## config.mk

```make
export PLATFORM = sky130hd
export DESIGN_NAME = alu_result_buffer
export DESIGN_NICKNAME = d
export VERILOG_FILES = /design/src/rtl/alu_result_buffer.sv
export SDC_FILE = /design/constraint.sdc
export NUM_CORES = 1
export LEC_CHECK = 0
export CELL_PAD_IN_SITES_DETAIL_PLACEMENT = 0
export CELL_PAD_IN_SITES_GLOBAL_PLACEMENT = 2
export CORE_UTILIZATION = 40
export CTS_CLUSTER_SIZE = 14
export DETAILED_ROUTE_END_ITERATION = 16
export PLACE_DENSITY = 0.9
export SYNTH_ARGS = -nofsm -noshare
export SYNTH_HDL_FRONTEND = slang
export SYNTH_SLANG_ARGS = --single-unit
```

## constraint.sdc

```tcl
create_clock -name clk -period 5.9 [get_ports clk]
set_clock_uncertainty 0.05 [all_clocks]
set_input_delay 0.885 -clock clk [delete_from_list [all_inputs] [get_ports clk]]
set_output_delay 0.885 -clock clk [all_outputs]
set_load 0.01 [all_outputs]
```

## src/rtl/alu_result_buffer.sv

```systemverilog
// Result buffer behind the 2-bit-opcode ALU: recomputes each result, derives
// {V,C,N,Z}, flags any disagreement, and queues entries for a stallable consumer.
module alu_result_buffer #(
  parameter int WIDTH = 8,
  parameter int DEPTH = 4
) (
  input  logic                           clk,
  input  logic                           rst,
  input  logic                           in_valid,
  output logic                           in_ready,
  input  logic [WIDTH-1:0]               in_a,
  input  logic [WIDTH-1:0]               in_b,
  input  logic [1:0]                     in_opcode,
  input  logic [WIDTH-1:0]               in_result,
  output logic                           out_valid,
  input  logic                           out_ready,
  output logic [WIDTH-1:0]               out_result,
  output logic [3:0]                     out_flags,
  output logic [$clog2(DEPTH+1)-1:0]     count,
  output logic                           mismatch
);

  localparam int PW = $clog2(DEPTH);
  localparam int CW = $clog2(DEPTH+1);

  // Returns {V, r} where r is the (WIDTH+1)-bit recomputation; r[WIDTH] is the
  // carry for add and the borrow for sub, and is zero for the logic ops.
  function automatic logic [WIDTH+1:0] alu_eval(input logic [WIDTH-1:0] a,
                                                input logic [WIDTH-1:0] b,
                                                input logic [1:0]       op);
    logic [WIDTH:0] r;
    logic           v;
    r = '0;
    v = 1'b0;
    case (op)
      2'b00: begin
        r = {1'b0, a} + {1'b0, b};
        v = (a[WIDTH-1] == b[WIDTH-1]) && (r[WIDTH-1] != a[WIDTH-1]);
      end
      2'b01: begin
        r = {1'b0, a} - {1'b0, b};
        v = (a[WIDTH-1] != b[WIDTH-1]) && (r[WIDTH-1] != a[WIDTH-1]);
      end
      2'b10: r = {1'b0, a & b};
      2'b11: r = {1'b0, a | b};
      default: r = '0;
    endcase
    return {v, r};
  endfunction

  logic [WIDTH-1:0] res_mem_q [DEPTH];
  logic [3:0]       flg_mem_q [DEPTH];
  logic [PW-1:0]    wptr_q, wptr_d;
  logic [PW-1:0]    rptr_q, rptr_d;
  logic [CW-1:0]    count_q, count_d;
  logic             mismatch_q, mismatch_d;

  logic [WIDTH+1:0] eval;
  logic [WIDTH:0]   r;
  logic [3:0]       flags_new;
  logic             push, pop;

  assign in_ready  = (count_q != CW'(DEPTH));
  assign out_valid = (count_q != '0);
  assign push      = in_valid && in_ready;
  assign pop       = out_valid && out_ready;

  always_comb begin
    eval      = alu_eval(in_a, in_b, in_opcode);
    r         = eval[WIDTH:0];
    flags_new = {eval[WIDTH+1], r[WIDTH], in_result[WIDTH-1], (in_result == '0)};
  end

  always_comb begin
    wptr_d     = push ? wptr_q + PW'(1) : wptr_q;
    rptr_d     = pop  ? rptr_q + PW'(1) : rptr_q;
    count_d    = count_q;
    if (push && !pop)      count_d = count_q + CW'(1);
    else if (pop && !push) count_d = count_q - CW'(1);
    // Case inequality so an X on in_result is also reported as a mismatch.
    mismatch_d = mismatch_q || (push && (in_result !== r[WIDTH-1:0]));
  end

  always_ff @(posedge clk or posedge rst) begin
    if (rst) begin
      wptr_q     <= '0;
      rptr_q     <= '0;
      count_q    <= '0;
      mismatch_q <= 1'b0;
    end else begin
      wptr_q     <= wptr_d;
      rptr_q     <= rptr_d;
      count_q    <= count_d;
      mismatch_q <= mismatch_d;
    end
  end

  // Entry storage needs no reset: out_valid gates what the consumer sees.
  always_ff @(posedge clk) begin
    if (push) begin
      res_mem_q[wptr_q] <= in_result;
      flg_mem_q[wptr_q] <= flags_new;
    end
  end

  assign out_result = out_valid ? res_mem_q[rptr_q] : '0;
  assign out_flags  = out_valid ? flg_mem_q[rptr_q] : '0;
  assign count      = count_q;
  assign mismatch   = mismatch_q;

endmodule

```

==> impl_metrics.csv, run 1 <==
group,metric,value,unit
synth,synth.cells.most_frequent,"44 x sky130_fd_sc_hd__edfxtp_1, 30 x sky130_fd_sc_hd__ha_1, 27 x sky130_fd_sc_hd__inv_1",
final_layout,area.sequential,1521,sq um
clock_network,cts_tree,"yes",
grt,antenna_violations_before_repair,0,
critical_path,critical-path-top-cell-by-count,"sky130_fd_sc_hd__inv_1",
die,initial_core_util,0.4172,
timing,drv_slew,0,
timing,fin_crit_sh,0.5786,
placed_design,port-buffer-count,47,
placed_design,gp_congestion,0.7997,
clock_network,clk_pin_slew,0.08,ns
route,post_drt_via_cell_ratio,5.246,
critical_path,crit_path_end_kind,"flop",
placed_design,post-dp-hpwl,5231,um
die,floorplan.io_pins,48,
grt,grt_start_max_net_pins,27,
power,leakage_power,1.564,nW
synth,synth-main-ff-cell,"sky130_fd_sc_hd__edfxtp_1",
critical_path,timing.reg2reg.worst_path_depth,8,
route,drc_violations_left,0,
synth,mappedNetlistNets,361,
timing,rsz0062_at_grt,"false",
route,wl_per_cell,15.30,um
grt,wire_length_of_the_first_global_routing_pass,11010,um
die,floorplan.die.width,95.04,um
final_layout,area_growth_syn_to_layout,17.49,%
synth,instance_count_of_the_mapped_netlist,298,
synth,async_flop_share,0.1538,
grt,grt_overflow,0,
timing,timing.max_slew.rel_slack,0.5087,
grt,global_route.usage.total,0.1630,
final_layout,finalInstanceArea,4068,sq um
clock_network,cts-resized-gates,0,
clock_network,htreeDepth,2,
route,drt.antenna.violating_nets,0,
clock_network,postCtsHoldBufs,0,
synth,synth.yosys.seq_area_share,0.4395,
critical_path,r2r_start,"count[1]",
critical_path,crit_arrival,3.54,ns
synth,yosysMostFrequentCell,"sky130_fd_sc_hd__edfxtp_1",
clock_network,source_to_sink_clock_delay_at_the_later_pin_of_the_worst_skew_pair,0.30,ns
die,std_cell_rows,33,
power,power_density,334.9,nW/um^2
synth,syn_avg_cell_area,11.62,sq um
critical_path,startpoint,"in_a[0]",
critical_path,timing.critical_path.slowest_cell_delay,0.48,ns
die,design.core.area,8299,sq um
final_layout,n_antenna_cell,0,
synth,post-synth-top-area-cell,"sky130_fd_sc_hd__edfxtp_1",
route,vias,2324,
clock_network,clkSinkCount,52,
final_layout,nNetsFinal,400,
flow_run,maxCapViolations,0,
clock_network,post-cts-setup-buffer-count,0,
critical_path,timing.critical_path.fanout_max,2,
synth,synth_cell_types,53,
critical_path,flop2flop_setup_slack,3.54,ns
clock_network,clock_buffer_count_from_cts,5,
synth,synth_enable_flop_cells,44,
die,die_height,95.04,um
clock_network,clock-root-buffer,"sky130_fd_sc_hd__clkbuf_8",
critical_path,timing.rr.end,"count[2]",
timing,max_clock_freq,292.9,MHz
synth,yosysTopAreaCellShare,0.3816,
final_layout,nFillCells,767,
timing,setup-tns-final,0,ns
status,status,"completed",
timing,timing.hold.ws,0.4694,ns
synth,synthesis.yosys.warnings,0,
critical_path,path_cells,"clkdlybuf4s50_1, inv_1, ha_1, inv_1, fa_1, inv_1, mux4_2, xnor2_1, a2111o_1, nor4_1, a41oi_2",
synth,synth.ff_latch_count,52,
route,drt_pass1_iterations,4,
timing,tightestPinTransition,0.7369,ns
critical_path,crit_path_end,"mismatch",
critical_path,worst_ep_required_time,6.03,ns
timing,setup_viol_count_final,0,
placed_design,placed_area,3986,sq um
critical_path,setup.worst_path.class,"in -> reg",
power,worst_ir_drop_vdd,0.1208,mV
final_layout,multi_input_combinational_cell_area,1750,sq um
synth,post_synth_main_area_contributors,"sky130_fd_sc_hd__edfxtp_1 38%, sky130_fd_sc_hd__ha_1 11%, sky130_fd_sc_hd__mux4_2 7.8%, sky130_fd_sc_hd__dfrtp_1 5.8%, sky130_fd_sc_hd__xnor2_1 3.3%",
route,routed_wirelength,6779,um
timing,fin_crit,3.414,ns
clock_network,clock_tree.buffer_depth,2,
die,die-area,9032,sq um
final_layout,drive_gt1_frac,0.08580,
synth,netlist_area,3462,sq um
critical_path,timing.critical_path.slowest_stage_cell,"sky130_fd_sc_hd__fa_1",
final_layout,utilization,0.4901,
timing,report.final.hold_viol_count,0,
critical_path,critical_path.startpoint_type,"primary input",
hold_path,holdCritPathClass,"reg -> reg",
grt,first_global_vias,2256,
route,drt_iter0_drc,112,
[through the flow]
step / std cells / worst slack, ns / total power, W
global route: 443 / 2.206 / 0.001457
floorplan: 298 / 2.814 / 0.0009428
detailed placement: 435 / 2.150 / 0.001196
CTS: 443 / 2.470 / 0.001380
global placement: 435 / 2.152 / 0.001177
finish: 443 / 2.486 / 0.001362
[state kept, by name, indices dropped and copies added, names as in the netlist]
name       flops
count          3
rptr_q         2
res_mem_q     28
mismatch       1
wptr_q         2
flg_mem_q     16
[power by group]
part | internal [W] | switching, W
sequential | 0.000490 | 0.0000733
clock | 0.0000833 | 0.000105
combinational | 0.000349 | 0.000261
total | 0.000923 | 0.000439
[per-layer routing]
layer	up-vias	track usage	share of wire
met4	0	0.04672	0.011
li1	1154	-	-
met5	-	0	0
met2	54	0.2956	0.50
met3	7	0.02313	0.036
met1	1109	0.2008	0.45
[cells by family (layout without fill, tap and decap cells)]
group                    Yosys count  after routing  synth area share
multiplexers                      18             18           0.09577
AND/OR/NAND/NOR                   73             73            0.1128
XOR/XNOR                          20             20           0.05060
buffers and inverters             44             84           0.05493
adder cells (fa/ha/maj)           33             33            0.1258
flip-flops                        52             52            0.4395
AO/OA/AOI/OAI                     58             58            0.1207
[area by class of cell]
cell class                 count  area share
timing repair buffer          48      0.1175
clock inverter                 1    0.001230
tap                          105     0.03230
multi-input combinational    202      0.4303
sequential                    52      0.3740
clock buffer                   7     0.01876
inverter                      28     0.02584
[worst min-delay path by stage]
stage / start / end / cells past startpoint
after floorplan: count[2] / count[2] / 1
after global placement: count[2] / count[2] / 1
after detailed placement: count[2] / count[2] / 1
after CTS: count[2] / count[2] / 1
after global routing: count[2] / count[2] / 1
final: count[2] / count[2] / 1
[worst max-delay path, delay by kind of cell]
kind	cells	cell delay [ns]
multiplexers	1	0.46
buffers and inverters	4	0.62
AO/OA/AOI/OAI	2	0.44
XOR/XNOR	1	0.14
adder cells (fa/ha/maj)	2	0.66
AND/OR/NAND/NOR	1	0.33
[cell usage in the layout (no fill, tap or decap), types with 2 or more instances in the layout]
cell type / instances
sky130_fd_sc_hd__a211oi_1: 6
sky130_fd_sc_hd__o21bai_1: 4
sky130_fd_sc_hd__xnor2_1: 13
sky130_fd_sc_hd__nand2b_1: 3
sky130_fd_sc_hd__o22ai_1: 2
sky130_fd_sc_hd__nor2b_1: 2
sky130_fd_sc_hd__inv_1: 27
sky130_fd_sc_hd__o211ai_1: 2
sky130_fd_sc_hd__nor3_1: 5
sky130_fd_sc_hd__nand2_1: 9
sky130_fd_sc_hd__o31ai_1: 3
sky130_fd_sc_hd__or4_1: 3
sky130_fd_sc_hd__o21ai_0: 13
sky130_fd_sc_hd__mux2i_1: 5
sky130_fd_sc_hd__and3_1: 5
sky130_fd_sc_hd__dfrtp_1: 8
sky130_fd_sc_hd__and2_1: 12
sky130_fd_sc_hd__nand3_1: 3
sky130_fd_sc_hd__a21oi_1: 12
sky130_fd_sc_hd__nor3b_1: 2
sky130_fd_sc_hd__or2_2: 2
sky130_fd_sc_hd__clkdlybuf4s50_1: 47
sky130_fd_sc_hd__clkbuf_8: 5
sky130_fd_sc_hd__clkbuf_1: 2
sky130_fd_sc_hd__fa_1: 3
sky130_fd_sc_hd__xor2_1: 7
sky130_fd_sc_hd__mux4_2: 12
sky130_fd_sc_hd__edfxtp_1: 44
sky130_fd_sc_hd__a2111o_1: 2
sky130_fd_sc_hd__a21o_1: 3
sky130_fd_sc_hd__nor2_1: 20
sky130_fd_sc_hd__nor4_1: 2
sky130_fd_sc_hd__ha_1: 30
No activity file was read; power rests on OpenSTA's default activity.
==> run 2, diff against run 1 <==
Settings changed: CORE_UTILIZATION 40 to 33, PLACE_DENSITY 0.9 to 0.8.
Clock period 5.9 ns to 3 ns, I/O delays scaled along.
==> impl_metrics.csv, run 2 (synthesis gave the netlist of run 1 again) <==
group,metric,value,unit
critical_path,critical_path.startpoint_type,"primary input",
clock_network,cts_tree,"yes",
clock_network,clock-root-buffer,"sky130_fd_sc_hd__clkbuf_8",
die,floorplan.die.width,104.4,um
power,worst_ir_drop_vdd,0.4657,mV
final_layout,utilization,0.4235,
timing,setup-tns-final,0,ns
critical_path,critical-path-top-cell-by-count,"sky130_fd_sc_hd__inv_1",
final_layout,nNetsFinal,427,
final_layout,layout_common_cells,"47 x sky130_fd_sc_hd__clkdlybuf4s50_1, 44 x sky130_fd_sc_hd__edfxtp_1, 30 x sky130_fd_sc_hd__ha_1",
hold_path,holdCritPathClass,"in -> async",
critical_path,setup.worst_path.class,"in -> reg",
clock_network,clock_tree.buffer_depth,2,
route,post_drt_via_cell_ratio,4.764,
clock_network,clkSinkCount,52,
grt,antenna_violations_before_repair,0,
timing,tightestPinTransition,0.5862,ns
clock_network,htreeDepth,2,
final_layout,registers.top_by_ff_count,"res_mem_q",
final_layout,finalInstanceArea,4333,sq um
final_layout,drive_gt1_frac,0.1644,
critical_path,timing.critical_path.slowest_stage_cell,"sky130_fd_sc_hd__clkdlybuf4s50_1",
placed_design,placed_area,4228,sq um
timing,fin_crit,2.837,ns
clock_network,source_to_sink_clock_delay_at_the_later_pin_of_the_worst_skew_pair,0.29,ns
die,floorplan.io_pins,48,
route,drt_iter0_drc,72,
die,std_cell_rows,37,
die,die_height,104.4,um
flow_run,maxCapViolations,0,
route,vias,2387,
grt,grt_start_max_net_pins,16,
grt,wire_length_of_the_first_global_routing_pass,11850,um
critical_path,path_cells,"clkdlybuf4s50_1, ha_1, inv_1, fa_1, inv_1, mux4_2, xnor2_1, a2111o_1, nor4_4, a41oi_2",
final_layout,n_antenna_cell,0,
timing,max_clock_freq,352.5,MHz
critical_path,timing.critical_path.fanout_max,3,
timing,report.final.hold_viol_count,0,
timing,setup_viol_count_final,0,
timing,timing.max_slew.rel_slack,0.6092,
power,power_density,629.6,nW/um^2
grt,first_global_vias,2438,
critical_path,crit_arrival,2.95,ns
grt,global_route.usage.total,0.1362,
final_layout,largest_reg_flops,28,
final_layout,most_common_library_cell_in_the_layout_ignoring_fill_and_taps,"sky130_fd_sc_hd__clkdlybuf4s50_1",
route,drt.antenna.violating_nets,0,
die,design.core.area,10230,sq um
route,wl_per_cell,14.06,um
placed_design,gp_congestion,0.7572,
die,die-area,10900,sq um
final_layout,area_growth_syn_to_layout,25.15,%
clock_network,post-cts-setup-buffer-count,0,
route,drc_violations_left,0,
critical_path,crit_path_end_kind,"flop",
status,status,"completed",
clock_network,clock_buffer_count_from_cts,5,
timing,fin_crit_sh,0.9456,
clock_network,clk_pin_slew,0.09,ns
power,leakage_power,1.702,nW
critical_path,worst_ep_required_time,3.12,ns
route,routed_wirelength,7046,um
placed_design,post-dp-hpwl,5528,um
placed_design,port-buffer-count,47,
grt,grt_overflow,0,
timing,drv_slew,0,
critical_path,timing.critical_path.buf_inv,3,
critical_path,critical-path-top-delay-family,"adder cells",
critical_path,r2r_start,"count[1]",
critical_path,startpoint,"in_b[0]",
timing,rsz0062_at_grt,"false",
route,drt_pass1_iterations,4,
die,initial_core_util,0.3384,
critical_path,timing.critical_path.slowest_cell_delay,0.52,ns
[run 2: cell type report]
class	instances	area, sq um
clock inverters	3	13.76
well taps	136	170.2
clock buffers	5	68.82
flip-flops and latches	52	1521
inverters	28	105.1
fillers	973	5898
repair buffers	75	680.7
multi-input cells	202	1773
[run 2: timing repair]
action / 4_1_cts / 5_1_grt
gates cloned: 0 / 0
setup endpoints to repair: 1 / 5
hold buffers: 0 / 0
gates resized for setup: 1 / 4
pin swaps: 0 / 1
[run 2: power by group]
| part | leakage [nW] | total, W | switching (W) | internal, W |
|---|---|---|---|---|
| Combinational | 1.16 | 0.00129 | 0.000569 | 0.000726 |
| Clock | 0.0453 | 0.000371 | 0.000212 | 0.000159 |
| Sequential | 0.500 | 0.00106 | 0.0000982 | 0.000964 |
| Total | 1.70 | 0.00273 | 0.000879 | 0.00185 |
[run 2: worst reg2reg max path, cell delays in order (launching register included)]
cell and delay (ns):
sky130_fd_sc_hd__dfrtp_1 0.44, sky130_fd_sc_hd__or3_1 0.59, sky130_fd_sc_hd__nand2_1 0.20, sky130_fd_sc_hd__ha_1 0.19, sky130_fd_sc_hd__inv_1 0.06, sky130_fd_sc_hd__fa_1 0.37
sky130_fd_sc_hd__xor2_1 0.15, sky130_fd_sc_hd__nor2_1 0.11, sky130_fd_sc_hd__xor2_1 0.15
[run 2: worst paths after layout]
| check | to | slack (ns) | cells past startpoint |
|---|---|---|---|
| max in group asynchronous | mismatch | 2.27 | 2 |
| min reg2reg | count[2] | 0.47 | 1 |
| min | wptr_q[1] | 0.37 | 2 |
| min in group clk | count[2] | 0.47 | 1 |
| max | mismatch | 0.16 | 10 |
| max reg2reg | count[2] | 0.62 | 8 |
[run 2: per-stage QoR]
stage | hold slack, ns | instances | worst slack [ns] | total power [W]
final | 0.3688 | 501 | 0.1631 | 0.002728
after global routing | 0.3964 | 501 | 0.001533 | 0.002920
after CTS | 0.3750 | 501 | 0.05532 | 0.002764
after detailed placement | 0.4641 | 493 | -0.3171 | 0.002397
after global placement | 0.4540 | 493 | -0.2544 | 0.002370
after floorplan | 0.2157 | 298 | 0.3488 | 0.001854
[run 2: layer usage]
metal  GRT usage  routed length, um
met1      0.1703               3232
met2      0.2469               3561
met3     0.01504                200
met4     0.03673                 51
met5           0                  0
